`src/rtl/input_pkg.sv`:
```
// ============================================================================
// Module      : input_pkg
// Description : Shared button index constants and input-path defaults.
// Revision    : 1.0 - initial release
// ============================================================================
`default_nettype none

package input_pkg;

    // Bit order shared with the input controller's control-state vector
    localparam int BTN_UP     = 0;
    localparam int BTN_DOWN   = 1;
    localparam int BTN_LEFT   = 2;
    localparam int BTN_RIGHT  = 3;
    localparam int BTN_ATTACK = 4;

    localparam int NUM_BUTTONS            = 5;
    localparam int DEFAULT_SYNC_STAGES    = 2;
    localparam int DEFAULT_DEBOUNCE_TICKS = 4;

    typedef logic [NUM_BUTTONS-1:0] button_vec_t;

endpackage

`default_nettype wire

```
`src/rtl/debounce_channel.sv`:
```
// ============================================================================
// Module      : debounce_channel
// Description : One-bit synchroniser, stable-interval filter and edge strobes.
// Revision    : 1.0 - initial release
// ============================================================================
`default_nettype none

module debounce_channel #(
    parameter int SYNC_STAGES    = 2,
    parameter int DEBOUNCE_TICKS = 4
) (
    input  logic clk,
    input  logic reset,
    input  logic sample_tick,
    input  logic button_raw,
    output logic button_clean,
    output logic press_pulse,
    output logic release_pulse
);

    localparam int CNT_W = $clog2(DEBOUNCE_TICKS + 1);
    localparam logic [CNT_W-1:0] C_CNT_LAST = CNT_W'(DEBOUNCE_TICKS - 1);

    logic [SYNC_STAGES-1:0] r_sync;
    logic [CNT_W-1:0]       r_cnt;
    logic                   r_stable;
    logic                   r_press;
    logic                   r_release;

    logic w_sync;
    logic w_mismatch;
    logic w_accept;
    logic w_next_stable;

    assign w_sync        = r_sync[SYNC_STAGES-1];
    assign w_mismatch    = w_sync ^ r_stable;
    assign w_accept      = w_mismatch & sample_tick & (r_cnt == C_CNT_LAST);
    assign w_next_stable = w_accept ? w_sync : r_stable;

    always_ff @(posedge clk) begin
        if (!reset) begin
            r_sync <= '0;
        end else begin
            r_sync <= {r_sync[SYNC_STAGES-2:0], button_raw};
        end
    end

    // Any return to the stable level restarts the interval
    always_ff @(posedge clk) begin
        if (!reset) begin
            r_cnt <= '0;
        end else if (!w_mismatch || w_accept) begin
            r_cnt <= '0;
        end else if (sample_tick) begin
            r_cnt <= r_cnt + CNT_W'(1);
        end
    end

    always_ff @(posedge clk) begin
        if (!reset) begin
            r_stable  <= 1'b0;
            r_press   <= 1'b0;
            r_release <= 1'b0;
        end else begin
            r_stable  <= w_next_stable;
            r_press   <= ~r_stable & w_next_stable;
            r_release <= r_stable & ~w_next_stable;
        end
    end

    assign button_clean  = r_stable;
    assign press_pulse   = r_press;
    assign release_pulse = r_release;

endmodule

`default_nettype wire

```
`src/rtl/button_debouncer.sv`:
```
// ============================================================================
// Module      : button_debouncer
// Description : Debounces the player buttons and emits press/release strobes.
// Revision    : 1.0 - initial release
// ============================================================================
`default_nettype none

module button_debouncer #(
    parameter int NUM_BUTTONS    = input_pkg::NUM_BUTTONS,
    parameter int SYNC_STAGES    = input_pkg::DEFAULT_SYNC_STAGES,
    parameter int DEBOUNCE_TICKS = input_pkg::DEFAULT_DEBOUNCE_TICKS
) (
    input  logic                   clk,
    input  logic                   reset,
    input  logic                   sample_tick,
    input  logic [NUM_BUTTONS-1:0] buttons_raw,
    output logic [NUM_BUTTONS-1:0] buttons_clean,
    output logic [NUM_BUTTONS-1:0] press_pulse,
    output logic [NUM_BUTTONS-1:0] release_pulse,
    output logic                   any_change
);

    for (genvar i = 0; i < NUM_BUTTONS; i++) begin : g_channel
        debounce_channel #(
            .SYNC_STAGES    (SYNC_STAGES),
            .DEBOUNCE_TICKS (DEBOUNCE_TICKS)
        ) u_channel (
            .clk           (clk),
            .reset         (reset),
            .sample_tick   (sample_tick),
            .button_raw    (buttons_raw[i]),
            .button_clean  (buttons_clean[i]),
            .press_pulse   (press_pulse[i]),
            .release_pulse (release_pulse[i])
        );
    end

    // Strobes are registered in the channels, so this stays flop-driven
    assign any_change = (|press_pulse) | (|release_pulse);

endmodule

`default_nettype wire

```
`config.mk`:
```
export PLATFORM = sky130hd
export DESIGN_NAME = button_debouncer
export DESIGN_NICKNAME = d
export VERILOG_FILES = /design/src/rtl/input_pkg.sv /design/src/rtl/debounce_channel.sv /design/src/rtl/button_debouncer.sv
export SDC_FILE = /design/constraint.sdc
export NUM_CORES = 1
export LEC_CHECK = 0
export ABC_AREA = 1
export BUFFER_PORTS_ARGS = -buffer_cell sky130_fd_sc_hd__buf_2
export CAP_MARGIN = 40
export CORE_MARGIN = 2
export CORE_UTILIZATION = 30
export CTS_CLUSTER_SIZE = 16
export DETAILED_ROUTE_END_ITERATION = 7
export GPL_TIMING_DRIVEN = 0
export PLACE_DENSITY = 0.55
export SETUP_SLACK_MARGIN = 0.15
export SLEW_MARGIN = 30
export SYNTH_ARGS = -nofsm -noshare
export SYNTH_HDL_FRONTEND = slang
export SYNTH_SLANG_ARGS = --single-unit
```
`constraint.sdc`:
```
create_clock -name clk -period 2.06 [get_ports clk]
set_clock_uncertainty 0.2 [all_clocks]
set_input_delay 0.412 -clock clk [delete_from_list [all_inputs] [get_ports clk]]
set_output_delay 0.412 -clock clk [all_outputs]
set_load 0.03 [all_outputs]
```
# Yosys cells after proc, flatten, opt, wreduce, memory -nomap -nowiden

Cells that the tools add are included.

Flip-flop bits (word level): 40
Input bits: 8
Logic and storage cells: 94

$add $sub $neg: 5
Equal/unequal tests: 5
Muxes and demuxes: 5
Bitwise logic cells: 37
Reductions and logical operators: 17

Operators with widths:

| kind                                           | number |
|---|---|
| bitwise AND 1 bit                              | 20 |
| adder 3 x 1 -> 3 bit (second input constant)   | 5 |
| == test 3 x 2 -> 1 bit (second input constant) | 5 |
| inverter 1 bit                                 | 11 |
| OR reduction 2 bit                             | 5 |
| OR reduction 5 bit                             | 2 |
| zero test 1 bit                                | 5 |
| logical OR 1 bit                               | 5 |
| 2-to-1 mux 1 bit                               | 5 |
| XOR 1 bit                                      | 5 |
| OR 1 bit                                       | 1 |

# Logic depth before layout (Yosys ltp)

Gate-level depths: netlist (run 1).

Depth in word-level cells: 6
Gate-level depth with buffers: 7
Gate-level depth less buffers: 7

# Modules after synthesis

Synthesis (run 1) repeated with hierarchy kept, for this count alone.

Cells, all modules: 244
Area total of the unflattened synthesis: 1821.7 um^2

By module, submodules not included:

| module           | times used | cells each | area an instance (um^2) | sequential area each (um^2) |
|---|---|---|---|---|
| debounce_channel | 5          | 47         | 356.6                   | 160.2 |
| button_debouncer | 1          | 9          | 38.8                    | 0.0 |

# Worst setup path before layout (run 1)

OpenSTA, ideal clock, no wires.

Path kind: reg-to-output
From: reg g_channel[1].u_channel.r_press
To: out any_change
Arrival time: 0.843 ns
Required time: 1.448 ns
Setup slack: 0.605 ns
Stages on the path, launching flop included: 4
Path through: dfxtp_1 > or2_2 > nor2_1 > nand2_1

Word-level cells in the longest chain between the ends: 2

Ends and longest elaborated chain:

| element                  | RTL line               | text |
|---|---|---|
| start: declaration       | debounce_channel.sv:27 | `logic r_press;` |
| start signal: assignment | debounce_channel.sv:66 | `r_press <= ~r_stable & w_next_stable;` |
| OR reduction 5 bit       | button_debouncer.sv:39 | `assign any_change = (\|press_pulse) \| (\|release_pulse);` |
| OR 1 bit                 | button_debouncer.sv:39 |  |
| end: declaration         | button_debouncer.sv:20 | `output logic any_change` |

No other way between the ends.

# Final worst setup path (run 1)

Ends and elaborated chain as after synthesis.

==> results of run 1 <==
## worst paths after layout
check / start / end / slack [ns] / cells past startpoint
max reg2reg: g_channel[3].u_channel.r_cnt[0]$_SDFFE_PP0P_ / g_channel[3].u_channel.r_cnt[0]$_SDFFE_PP0P_ / 0.68 / 5
min reg2reg: g_channel[4].u_channel.r_sync[0]$_SDFF_PN0_ / g_channel[4].u_channel.r_sync[1]$_SDFF_PN0_ / 0.21 / 2
min: buttons_raw[2] / g_channel[2].u_channel.r_sync[0]$_SDFF_PN0_ / 0.1 / 3
max: g_channel[1].u_channel.press_pulse$_SDFF_PN0_ / any_change / 0.24 / 4
## Yosys cell counts (all sizes together), types with 3 or more instances
cell	count	area share, %
a21oi	15	5.1
buf	21	9.2
clkinv	3	0.61
dfxtp	40	43
ha	10	6.7
inv	39	7.9
nand2	65	13
nand3	5	1.3
nand4	5	1.7
nor2	27	5.5
nor3	5	2.4
xnor2	5	2.4
## layer usage
layer | up-vias | GRT usage (%)
met3 | 4 | 2.609
li1 | 770 | -
met2 | 29 | 17.82
met1 | 616 | 12.23
met5 | - | 0
met4 | 0 | 5.410
## placed cells by master (no fill, tap or decap)
master and instances:
xnor2_1 5, nor3_1 1, bufinv_16 1, buf_8 1
nand2_2 1, inv_1 37, nor2_1 27, clkinv_1 3
dfxtp_1 40, a21oi_1 10, inv_2 2, nand4_1 5
or2_2 1, clkinv_4 2, clkbuf_8 5, nand3_1 5
a21oi_2 5, ha_1 10, buf_4 17, buf_6 2
nand2_1 64, and2_0 1, nor3_2 4, clkbuf_2 1
buf_2 22
## kinds of logic (layout without fill, tap and decap cells)
kind of cell               count (synthesis)  in the layout
AOI/OAI and AO/OA                         15             15
xor gates and xnor gates                   5              5
adders and majority gates                 10             10
buffers and inverters                     64             93
DFF                                       40             40
and+or+nand+nor                          109            109
## power by group
| part | switching, mW | internal, mW |
|---|---|---|
| Sequential | 0.00773 | 0.783 |
| Combinational | 0.0434 | 0.0281 |
| Clock | 0.279 | 0.365 |
| Total | 0.330 | 1.18 |
## state kept, by name, summed over array words and instances (netlist names)
signal,flops
g_channel.u_channel.press_pulse,5
g_channel.u_channel.release_pulse,5
g_channel.u_channel.r_cnt,15
g_channel.u_channel.r_sync,10
g_channel.u_channel.button_clean,5
## final cells by class
class / instances / share of cell area [%]
sequential: 40 / 36.85
multi-input combinational: 139 / 33.33
buffer: 22 / 8.060
inverter: 42 / 7.254
timing repair buffer: 21 / 4.836
tap: 75 / 4.318
clock buffer: 5 / 3.166
clock inverter: 3 / 2.188
## worst max-delay path: stages, from the launching register on
cell and delay, ns:
dfxtp_1 0.31, or2_2 0.29, nor2_1 0.10, nand2_1 0.05
buf_2 0.17
==> summary.md, run 1 <==
| Metric | Value |
|---|---|
| Clock Sinks | `40` |
| Gr ovfl total | `0` |
| # nets final | `289` |
| Startpoint class of the critical path | `flip-flop` |
| Top FF cell, synth | `dfxtp_1` |
| Total routed wirelength | `about 3.2 mm` |
| Post-CTS Setup Repair Bufs | `0` |
| Die Width | `82.70 um` |
| CP endpoint kind | `output pin` |
| Max VDD drop | `0.3973 mV` |
| P per Cell Area | `around 690 nW/um2` |
| Post-synthesis sequential area ratio | `about 43%` |
| Filler cell count | `667` |
| Clk_lat worst skew | `0.29 ns` |
| ANT cells | `0` |
| Placed instance count | `339` |
| Distinct cells, synth | `22` |
| Final Hold Viols | `0` |
| Core ar. | `5956 um2` |
| Design area | `about 2200 um2` |
| Multi-input gate area | `724.4 um2` |
| DR pass1 iterations | `4` |
| IO Count | `24` |
| Hold-fix buffers, CTS | `0` |
| Yosys reg bits | `40` |
| Detailed Place HPWL | `roughly 2.4 mm` |
| Via count | `~1,400` |
| Top Metal Used | `met4` |
| Async set-reset flop share out of synthesis | `0%` |
| Vias in the first global route | `1,231` |
| CP arrival | `1.20 ns` |
| Tcrit/Tclk final | `88.18%` |
| Post-synthesis mux area share | `0%` |
| Setup TNS | `0 ns` |
| Max FO, Critical Path | `2` |
| Num rows | `28` |
| EDFF count, synth | `0` |
| DIE AREA | `6839 um2` |
| Layout cells sized above 1 | `23.53%` |
| Slew Limit Fails | `0` |
| Largest net degree at the start of global routing | `15` |
| Area growth syn-to-layout | `16.97%` |
| Post-synthesis compound-gate area fraction | `roughly 5%` |
| CP Data Required Time | `about 1.5 ns` |
| Initial Util | `31.20%` |
| ANT nets after route | `0` |
| PostCTS Resize Cnt | `0` |
| Post-Synth XOR/XNOR Area | `2.357%` |
| Clock-pin slew on the worst setup and hold paths | `0.08 ns` |
| Power Total | `~1.5 mW` |
| WL met3 | `~120 um` |
| Post-DR vias/cell | `4.089` |
| Slew at the pin closest to its max-slew limit | `~0.19 ns` |
| Worst slew margin | `between 80 and 90%` |
| Status | `finished, final reports clean` |
| H-tree Lvls | `2` |
| GRT Total Usage | `10.52%` |
| WL met2 | `~1.5 mm` |
| Post-Syn Area per Cell | `7.646 um2` |
| DRC viols | `0` |
| Met1 wire length | `1.533 mm` |
| Final Non-Filler Cells | `347` |
| Largest family of logic cells by synthesized area | `simple AND/OR/NAND/NOR gates` |
| RSZ-0062 raised after global routing | `false` |
| WS Path Type | `flip-flop to output pin` |
| Synth Area in Simple Gates | `between 20 and 25%` |
| Leak | `roughly 1.1 nW` |
| Util after Layout | `36.49%` |
| Final setup viols | `0` |
| Global-route wire length before repair | `between 5 and 6 mm` |
| Routed length per instance | `~9 um` |
| HP Class | `input pin to flip-flop` |
| Fmax | `around 0.55 GHz` |
| Die height | `82.70 um` |
| Gpl congestion | `0.7068` |
| Yosys warning count | `0` |
| TritonCTS clock tree | `yes` |
| Post-Synthesis Cell Area | `between 1500 and 2000 um2` |
| Final WS setup | `~0.24 ns` |
| Hold slack | `between 0.09 and 0.1 ns` |
| # port buffers | `21` |
| Dpl cell area | `approximately 2100 um2` |
| Syn nets | `261` |
| Setup WS pre-CTS | `0.5517 ns` |
| Synth Area in Adders | `6.734%` |
| DRT iter0 DRCs | `38` |
| Clock root cell | `clkbuf_8` |
| Cells after Synth | `~240` |
| Max clock buf depth | `2` |
| Fin crit period | `1.816 ns` |
| Max_cap viols | `0` |
| Initial antenna violation count | `0` |
| Num CTS Buffers | `5` |
| Register area | `800.8 um2` |
Power figures use the tool's default switching activity.
==> run 2, diff against run 1 <==
ABC_AREA = 0   (was 1)
==> summary.md, run 2 <==
| Metric | Value |
|---|---|
| Leak | `0.9242 nW (-16%)` |
| Util after Layout | `37.60% (+1.1 points)` |
| CP max stage cell | `dfxtp_1` |
| Clock Sinks | `40 (unchanged)` |
| DR pass1 iterations | `4 (unchanged)` |
| Num rows | `27 (-3.6%)` |
| Switching pwr | `0.3179 mW (-3.7%)` |
| Max_cap viols | `0 (unchanged)` |
| Slew Limit Fails | `0 (unchanged)` |
| Post-Synthesis Cell Area | `1739 um2 (-6.4%)` |
| Top Registers | `g_channel.u_channel.r_cnt: 15 flops, g_channel.u_channel.r_sync: 10 flops` |
| Final WS setup | `0.2322 ns (-0.01129 ns)` |
| Post-Syn Area per Cell | `10.54 um2 (+38%)` |
| Final Hold Viols | `0 (unchanged)` |
| Async set-reset flop share out of synthesis | `0% (unchanged)` |
| Dpl cell area | `1939 um2 (-5.7%)` |
| Setup TNS | `0 ns (unchanged)` |
| CP endpoint kind | `output pin` |
| Post-synth top area share | `46.04% (+2.9 points)` |
| Power Total | `1.614 mW (+7.1%)` |
| Gr ovfl total | `0 (unchanged)` |
| RSZ-0062 raised after global routing | `false` |
| Fin crit period | `1.828 ns (+0.01129 ns)` |
| Syn nets | `183 (-30%)` |
| GRT Total Usage | `11.44% (+0.92 points)` |
| Top-count cell post-synth | `dfxtp_1` |
| Clock Power Share | `46.2% (+3.5 points)` |
| Area growth syn-to-layout | `19.78%` |
| Setup WS pre-CTS | `0.4234 ns (-0.1283 ns)` |
| # port buffers | `22 (+4.8%)` |
| Top FF cell, synth | `dfxtp_1` |
| Max FO, Critical Path | `2 (unchanged)` |
| CP arrival | `1.22 ns (+0.02 ns)` |
| Top cell type by total area after synthesis | `dfxtp_1` |
| P per Cell Area | `774.5 nW/um2 (+12%)` |
| Post-synth top cells | `40 x dfxtp_1, 16 x buf_4` |
| Global-route wire length before repair | `5.388 mm (+1.4%)` |
| TritonCTS clock tree | `yes` |
| Tcrit/Tclk final | `88.73% (+0.55 points)` |
| Fmax | `0.5471 GHz (-0.62%)` |
| Commonest non-fill, non-tap cell in the layout | `dfxtp_1` |
| Detailed Place HPWL | `2.244 mm (-7.7%)` |
| ANT nets after route | `0 (unchanged)` |
| Clock root cell | `clkbuf_8` |
| DRT iter0 DRCs | `40 (+5.3%)` |
| Via count | `1,150 (-19%)` |
| Sw Share | `19.70% (-2.2 points)` |
| Clock-pin slew on the worst setup and hold paths | `0.08 ns (about the same)` |
| Num CTS Buffers | `5 (unchanged)` |
| ANT cells | `0 (unchanged)` |
| Routed length per instance | `12.16 um (+33%)` |
| Largest net degree at the start of global routing | `13 (-2)` |
| Slew at the pin closest to its max-slew limit | `0.5125 ns (+0.3262 ns)` |
| CP peak stage delay | `0.34 ns (+0.03 ns)` |
| EDFF count, synth | `0 (unchanged)` |
| Share of power burned in registers | `49.1% (-3.4 points)` |
| Core ar. | `5540 um2 (-7.0%)` |
| DIE AREA | `6422 um2 (-6.1%)` |
| H-tree Lvls | `2 (unchanged)` |
| Min-Delay Path Depth | `2 (-1)` |
| Worst slew margin | `65.83% (-22 points)` |
| DRC viols | `0 (unchanged)` |
| Pint | `1.296 mW (+10%)` |
| Initial antenna violation count | `0 (unchanged)` |
| CP Data Required Time | `1.45 ns (about the same)` |
| Vias in the first global route | `1,126 (-8.5%)` |
| Status | `finished, final reports clean` |
| Distinct cells, synth | `21 (-4.5%)` |
| Top cells by area, synth | `dfxtp_1 46%, ha_1 7.2%, buf_4 6.9%` |
| Placed instance count | `259 (-24%)` |
| WHS Endpoint | `g_channel[4].u_channel.r_sync[0]$_SDFF_PN0_` |
| Commonest cells after routing, fill and taps aside | `40 x dfxtp_1, 26 x buf_2, 16 x buf_4` |
| Reg-to-reg endpoint | `g_channel[2].u_channel.r_cnt[2]$_SDFFE_PP0P_` |
| Hold slack | `0.1172 ns (+0.02035 ns)` |
| FF-to-FF path depth | `4 (-1)` |
| Post-CTS Setup Repair Bufs | `0 (unchanged)` |
| Clk_lat worst skew | `0.30 ns (about the same)` |
| Reg with most FFs | `g_channel.u_channel.r_cnt` |
| HP Start | `buttons_raw[4]` |
| Startpoint class of the critical path | `flip-flop` |
| Gpl congestion | `0.6945 (-1.7%)` |
| Yosys reg bits | `40 (unchanged)` |
| Max FFs per register | `15 (unchanged)` |
| Post-synthesis sequential area ratio | `46.04% (+2.9 points)` |
| Die height | `80.14 um (-3.1%)` |
| Comb power frac | `4.7% (about the same)` |
| Reg2Reg Setup Slack | `0.53 ns (-0.15 ns)` |
| Final setup viols | `0 (unchanged)` |
| Final Non-Filler Cells | `266 (-23%)` |
| Post-DR vias/cell | `4.323 (+5.7%)` |
| IO Count | `24 (unchanged)` |
| WS Path Type | `flip-flop to output pin` |
| Max clock buf depth | `2 (unchanged)` |
| Cells after Synth | `165 (-32%)` |
| Yosys warning count | `0 (unchanged)` |
| # nets final | `212 (-27%)` |
| Die Width | `80.14 um (-3.1%)` |
| HP Class | `input pin to flip-flop` |
| Top delay family on crit path | `simple AND/OR/NAND/NOR gates` |
| Total routed wirelength | `3.234 mm (+2.0%)` |
| Worst r2r src | `g_channel[2].u_channel.r_cnt[0]$_SDFFE_PP0P_` |
| Buffers & Inverters on Critical Path | `1 (unchanged)` |
| Initial Util | `31.39% (+0.19 points)` |
| Max VDD drop | `0.5501 mV (+38%)` |
| Layout cells sized above 1 | `29.38% (+5.9 points)` |
| Worst-path cell chain | `nor4_4 -> nand3_1 -> buf_2` |
| Design area | `2083 um2 (-4.1%)` |
run 2: cell count changes in the layout (fill, tap and decap cells not counted), moves of 8 or more:
cell,change
nor3b_1,+8
a21oi_1,-10
nor2_1,-21
nand2_1,-59
inv_1,-32
nor3_1,+9
and2_1,+10
run 2: worst max-delay path by stage:
stage | end | startpoint | slack (ns) | cells past startpoint
after floorplan | any_change | g_channel[4].u_channel.press_pulse$_SDFF_PN0_ | 0.61 | 2
after global placement | any_change | g_channel[1].u_channel.press_pulse$_SDFF_PN0_ | 0.40 | 3
after detailed placement | any_change | g_channel[1].u_channel.press_pulse$_SDFF_PN0_ | 0.42 | 3
after CTS | any_change | g_channel[1].u_channel.press_pulse$_SDFF_PN0_ | 0.17 | 3
after global routing | any_change | g_channel[1].u_channel.press_pulse$_SDFF_PN0_ | 0.17 | 3
final | any_change | g_channel[1].u_channel.press_pulse$_SDFF_PN0_ | 0.23 | 3
run 2: layer usage:
layer  up-vias  global-route usage, %  part of all wire [%]
li1        605                      -                     -
met1       521                  14.14                    50
met2        20                  17.92                    45
met3         4                  4.944                   4.3
met4         0                  3.559                   1.1
met5         -                      0                     0
run 2: cell families after synthesis:
group | synth area share, %
mux | 2.878
compound gates | 7.195
flops | 46.04
xor+xnor | 5.036
fa+ha+maj | 7.194
buf+inv | 9.353
simple gates | 22.30
run 2: layout make-up:
class / count / area, um2
clock inverters: 2 / 60.06
repair buffers: 22 / 110.1
well taps: 72 / 90.09
clock buffers: 5 / 68.82
multi-input cells: 99 / 790.8
plain buffers: 21 / 143.9
fillers: 569 / 3457
flip-flops and latches: 40 / 800.8
inverters: 5 / 18.77
run 2: worst register-to-register path: stages (launching register included):
cell and delay, ns:
dfxtp_1 0.33, ha_1 0.21, ha_1 0.22, a21bo_1 0.24, nor4b_2 0.24
run 2: what timing repair did:
action / CTS / global route
cloned: 0 / 0
pin swaps: 0 / 0
hold buffers: 0 / 0
endpoints found under the setup margin: 1 / 1
resized for setup: 1 / 1
run 2: power by group through the flow:
stage               registers [mW]  logic, mW  clock network [mW]
finish                       0.792     0.0759               0.746
global route                 0.793     0.0848               0.800
CTS                          0.792     0.0780               0.760
detailed placement           0.810     0.0776                   0
global placement             0.810     0.0771                   0
floorplan                    0.808     0.0554                   0
==> run 3, diff against run 2 <==
MAX_ROUTING_LAYER = met4   (was unset)
==> summary.md, run 3 (synthesis gave the netlist of run 2 again) <==
| Metric | Value |
|---|---|
| Crit path capture | `any_change` |
| Die height | `80.14 um (unchanged)` |
| WS Path Type | `flip-flop to output pin` |
| Total routed wirelength | `3.234 mm (unchanged)` |
| Clk_lat worst skew | `0.30 ns (about the same)` |
| CP endpoint kind | `output pin` |
| Reg-to-reg endpoint | `g_channel[2].u_channel.r_cnt[2]$_SDFFE_PP0P_` |
| Via count | `1,151 (+0.087%)` |
| FF-to-FF path depth | `4 (unchanged)` |
| GRT Total Usage | `11.74% (+0.30 points)` |
| Fmax | `0.5471 GHz (about the same)` |
| Top Registers | `g_channel.u_channel.r_cnt: 15 flops, g_channel.u_channel.r_sync: 10 flops` |
| Slew at the pin closest to its max-slew limit | `0.5125 ns (-0.00001001 ns)` |
| ANT cells | `0 (unchanged)` |
| P per Cell Area | `774.5 nW/um2 (about the same)` |
| CP peak stage delay | `0.34 ns (about the same)` |
| Max FO, Critical Path | `2 (unchanged)` |
| Global-route wire length before repair | `5.388 mm (unchanged)` |
| H-tree Lvls | `2 (unchanged)` |
| Slew Limit Fails | `0 (unchanged)` |
| # port buffers | `22 (unchanged)` |
| Design area | `2083 um2 (unchanged)` |
| Num CTS Buffers | `5 (unchanged)` |
| RSZ-0062 raised after global routing | `false` |
| Commonest cells after routing, fill and taps aside | `40 x dfxtp_1, 26 x buf_2, 16 x buf_4` |
| Detailed Place HPWL | `2.244 mm (unchanged)` |
| Vias in the first global route | `1,125 (-0.089%)` |
| Clock root cell | `clkbuf_8` |
| Post-DR vias/cell | `4.327 (about the same)` |
| IO Count | `24 (unchanged)` |
| Gr ovfl total | `0 (unchanged)` |
| Max_cap viols | `0 (unchanged)` |
| CP max stage cell | `dfxtp_1` |
| Final Hold Viols | `0 (unchanged)` |
| Fin crit period | `1.828 ns (-0.00001200 ns)` |
| DRT iter0 DRCs | `39 (-2.5%)` |
| Clock-pin slew on the worst setup and hold paths | `0.08 ns (about the same)` |
| Worst r2r src | `g_channel[2].u_channel.r_cnt[0]$_SDFFE_PP0P_` |
| TritonCTS clock tree | `yes` |
| Core ar. | `5540 um2 (unchanged)` |
| Area growth syn-to-layout | `19.78% (unchanged)` |
| Num rows | `27 (unchanged)` |
| Reg with most FFs | `g_channel.u_channel.r_cnt` |
| DR pass1 iterations | `4 (unchanged)` |
| CP arrival | `1.22 ns (about the same)` |
| CP Data Required Time | `1.45 ns (about the same)` |
| Status | `finished, final reports clean` |
| HP Start | `buttons_raw[4]` |
| Layout cells sized above 1 | `29.38% (unchanged)` |
| Die Width | `80.14 um (unchanged)` |
| Max FFs per register | `15 (unchanged)` |
| HP Class | `input pin to flip-flop` |
| Hold-fix buffers, CTS | `0 (unchanged)` |
| Initial Util | `31.39% (unchanged)` |
| Setup TNS | `0 ns (unchanged)` |
| Filler cell count | `569 (unchanged)` |
| Gpl congestion | `0.7020 (+1.1%)` |
| Crit path launch | `g_channel[1].u_channel.press_pulse$_SDFF_PN0_` |
| Commonest non-fill, non-tap cell in the layout | `dfxtp_1` |
| Leak | `0.9242 nW (unchanged)` |
| # nets final | `212 (unchanged)` |
| Dpl cell area | `1939 um2 (unchanged)` |
| ANT nets after route | `0 (unchanged)` |
| Worst-path cell chain | `nor4_4 -> nand3_1 -> buf_2` |
| Initial antenna violation count | `0 (unchanged)` |
| Tcrit/Tclk final | `88.73% (about the same)` |
| Max VDD drop | `0.5501 mV (unchanged)` |
| Reg2Reg Setup Slack | `0.53 ns (about the same)` |
| DIE AREA | `6422 um2 (unchanged)` |
| DRC viols | `0 (unchanged)` |
| Largest net degree at the start of global routing | `13 (unchanged)` |
| Max clock buf depth | `2 (unchanged)` |
| Clock Sinks | `40 (unchanged)` |
| Startpoint class of the critical path | `flip-flop` |
| Min-Delay Path Depth | `2 (unchanged)` |
| Power Total | `1.614 mW (about the same)` |
| Routed length per instance | `12.16 um (unchanged)` |
| Final setup viols | `0 (unchanged)` |
| Worst slew margin | `65.83% (about the same)` |
run 3: cell type report:
class	count	area [um2]	share of cell area [%]
inverters	5	18.77	0.9009
clock buffers	5	68.82	3.303
flip-flops and latches	40	800.8	38.44
clock inverters	2	60.06	2.883
well taps	72	90.09	4.324
repair buffers	22	110.1	5.285
multi-input cells	99	790.8	37.96
plain buffers	21	143.9	6.907
run 3: what timing repair did:
action,in CTS,in global routing
gates cloned,0,0
buffers inserted,0,0
setup endpoints to repair,1,1
resized for setup,1,1
run 3: metal layers:
| metal | up-vias | GRT usage [%] | wire length (um) |
|---|---|---|---|
| li1 | 605 | - | - |
| met1 | 522 | 14.28 | 1632 |
| met2 | 20 | 17.92 | 1440 |
| met3 | 4 | 4.719 | 125 |
| met4 | 0 | 3.559 | 36 |
| met5 | - | - | 0 |
run 3: worst min-delay path by stage:
stage                                                        to  slack [ns]
finish              g_channel[4].u_channel.r_sync[0]$_SDFF_PN0_        0.12
detailed placement  g_channel[2].u_channel.r_sync[1]$_SDFF_PN0_        0.22
global route        g_channel[4].u_channel.r_sync[0]$_SDFF_PN0_         0.1
CTS                 g_channel[1].u_channel.r_sync[0]$_SDFF_PN0_        0.11
global placement    g_channel[3].u_channel.r_sync[1]$_SDFF_PN0_        0.21
floorplan           g_channel[0].u_channel.r_sync[1]$_SDFF_PN0_        0.21
run 3: critical path: cells and delay by family, from the launching register on:
family,cells,cell delay (ns)
DFF,1,0.34
buffers and inverters,1,0.18
and+or+nand+nor,2,0.39
run 3: through the flow:
step	worst slack, ns	utilization (%)	cells	hold WS [ns]
after CTS	0.1721	37.44	266	0.1138
after global routing	0.1708	37.60	266	0.09708
after global placement	0.3997	35.00	259	0.2138
after detailed placement	0.4234	35.00	259	0.2169
after floorplan	0.6102	-	165	0.2119
final	0.2322	37.60	266	0.1173
run 3: where the power goes:
part	switching (mW)	total [mW]	internal, mW	leakage (nW)
Sequential	0.00732	0.792	0.785	0.325
Clock	0.269	0.746	0.477	0.0642
Combinational	0.0418	0.0758	0.0341	0.535
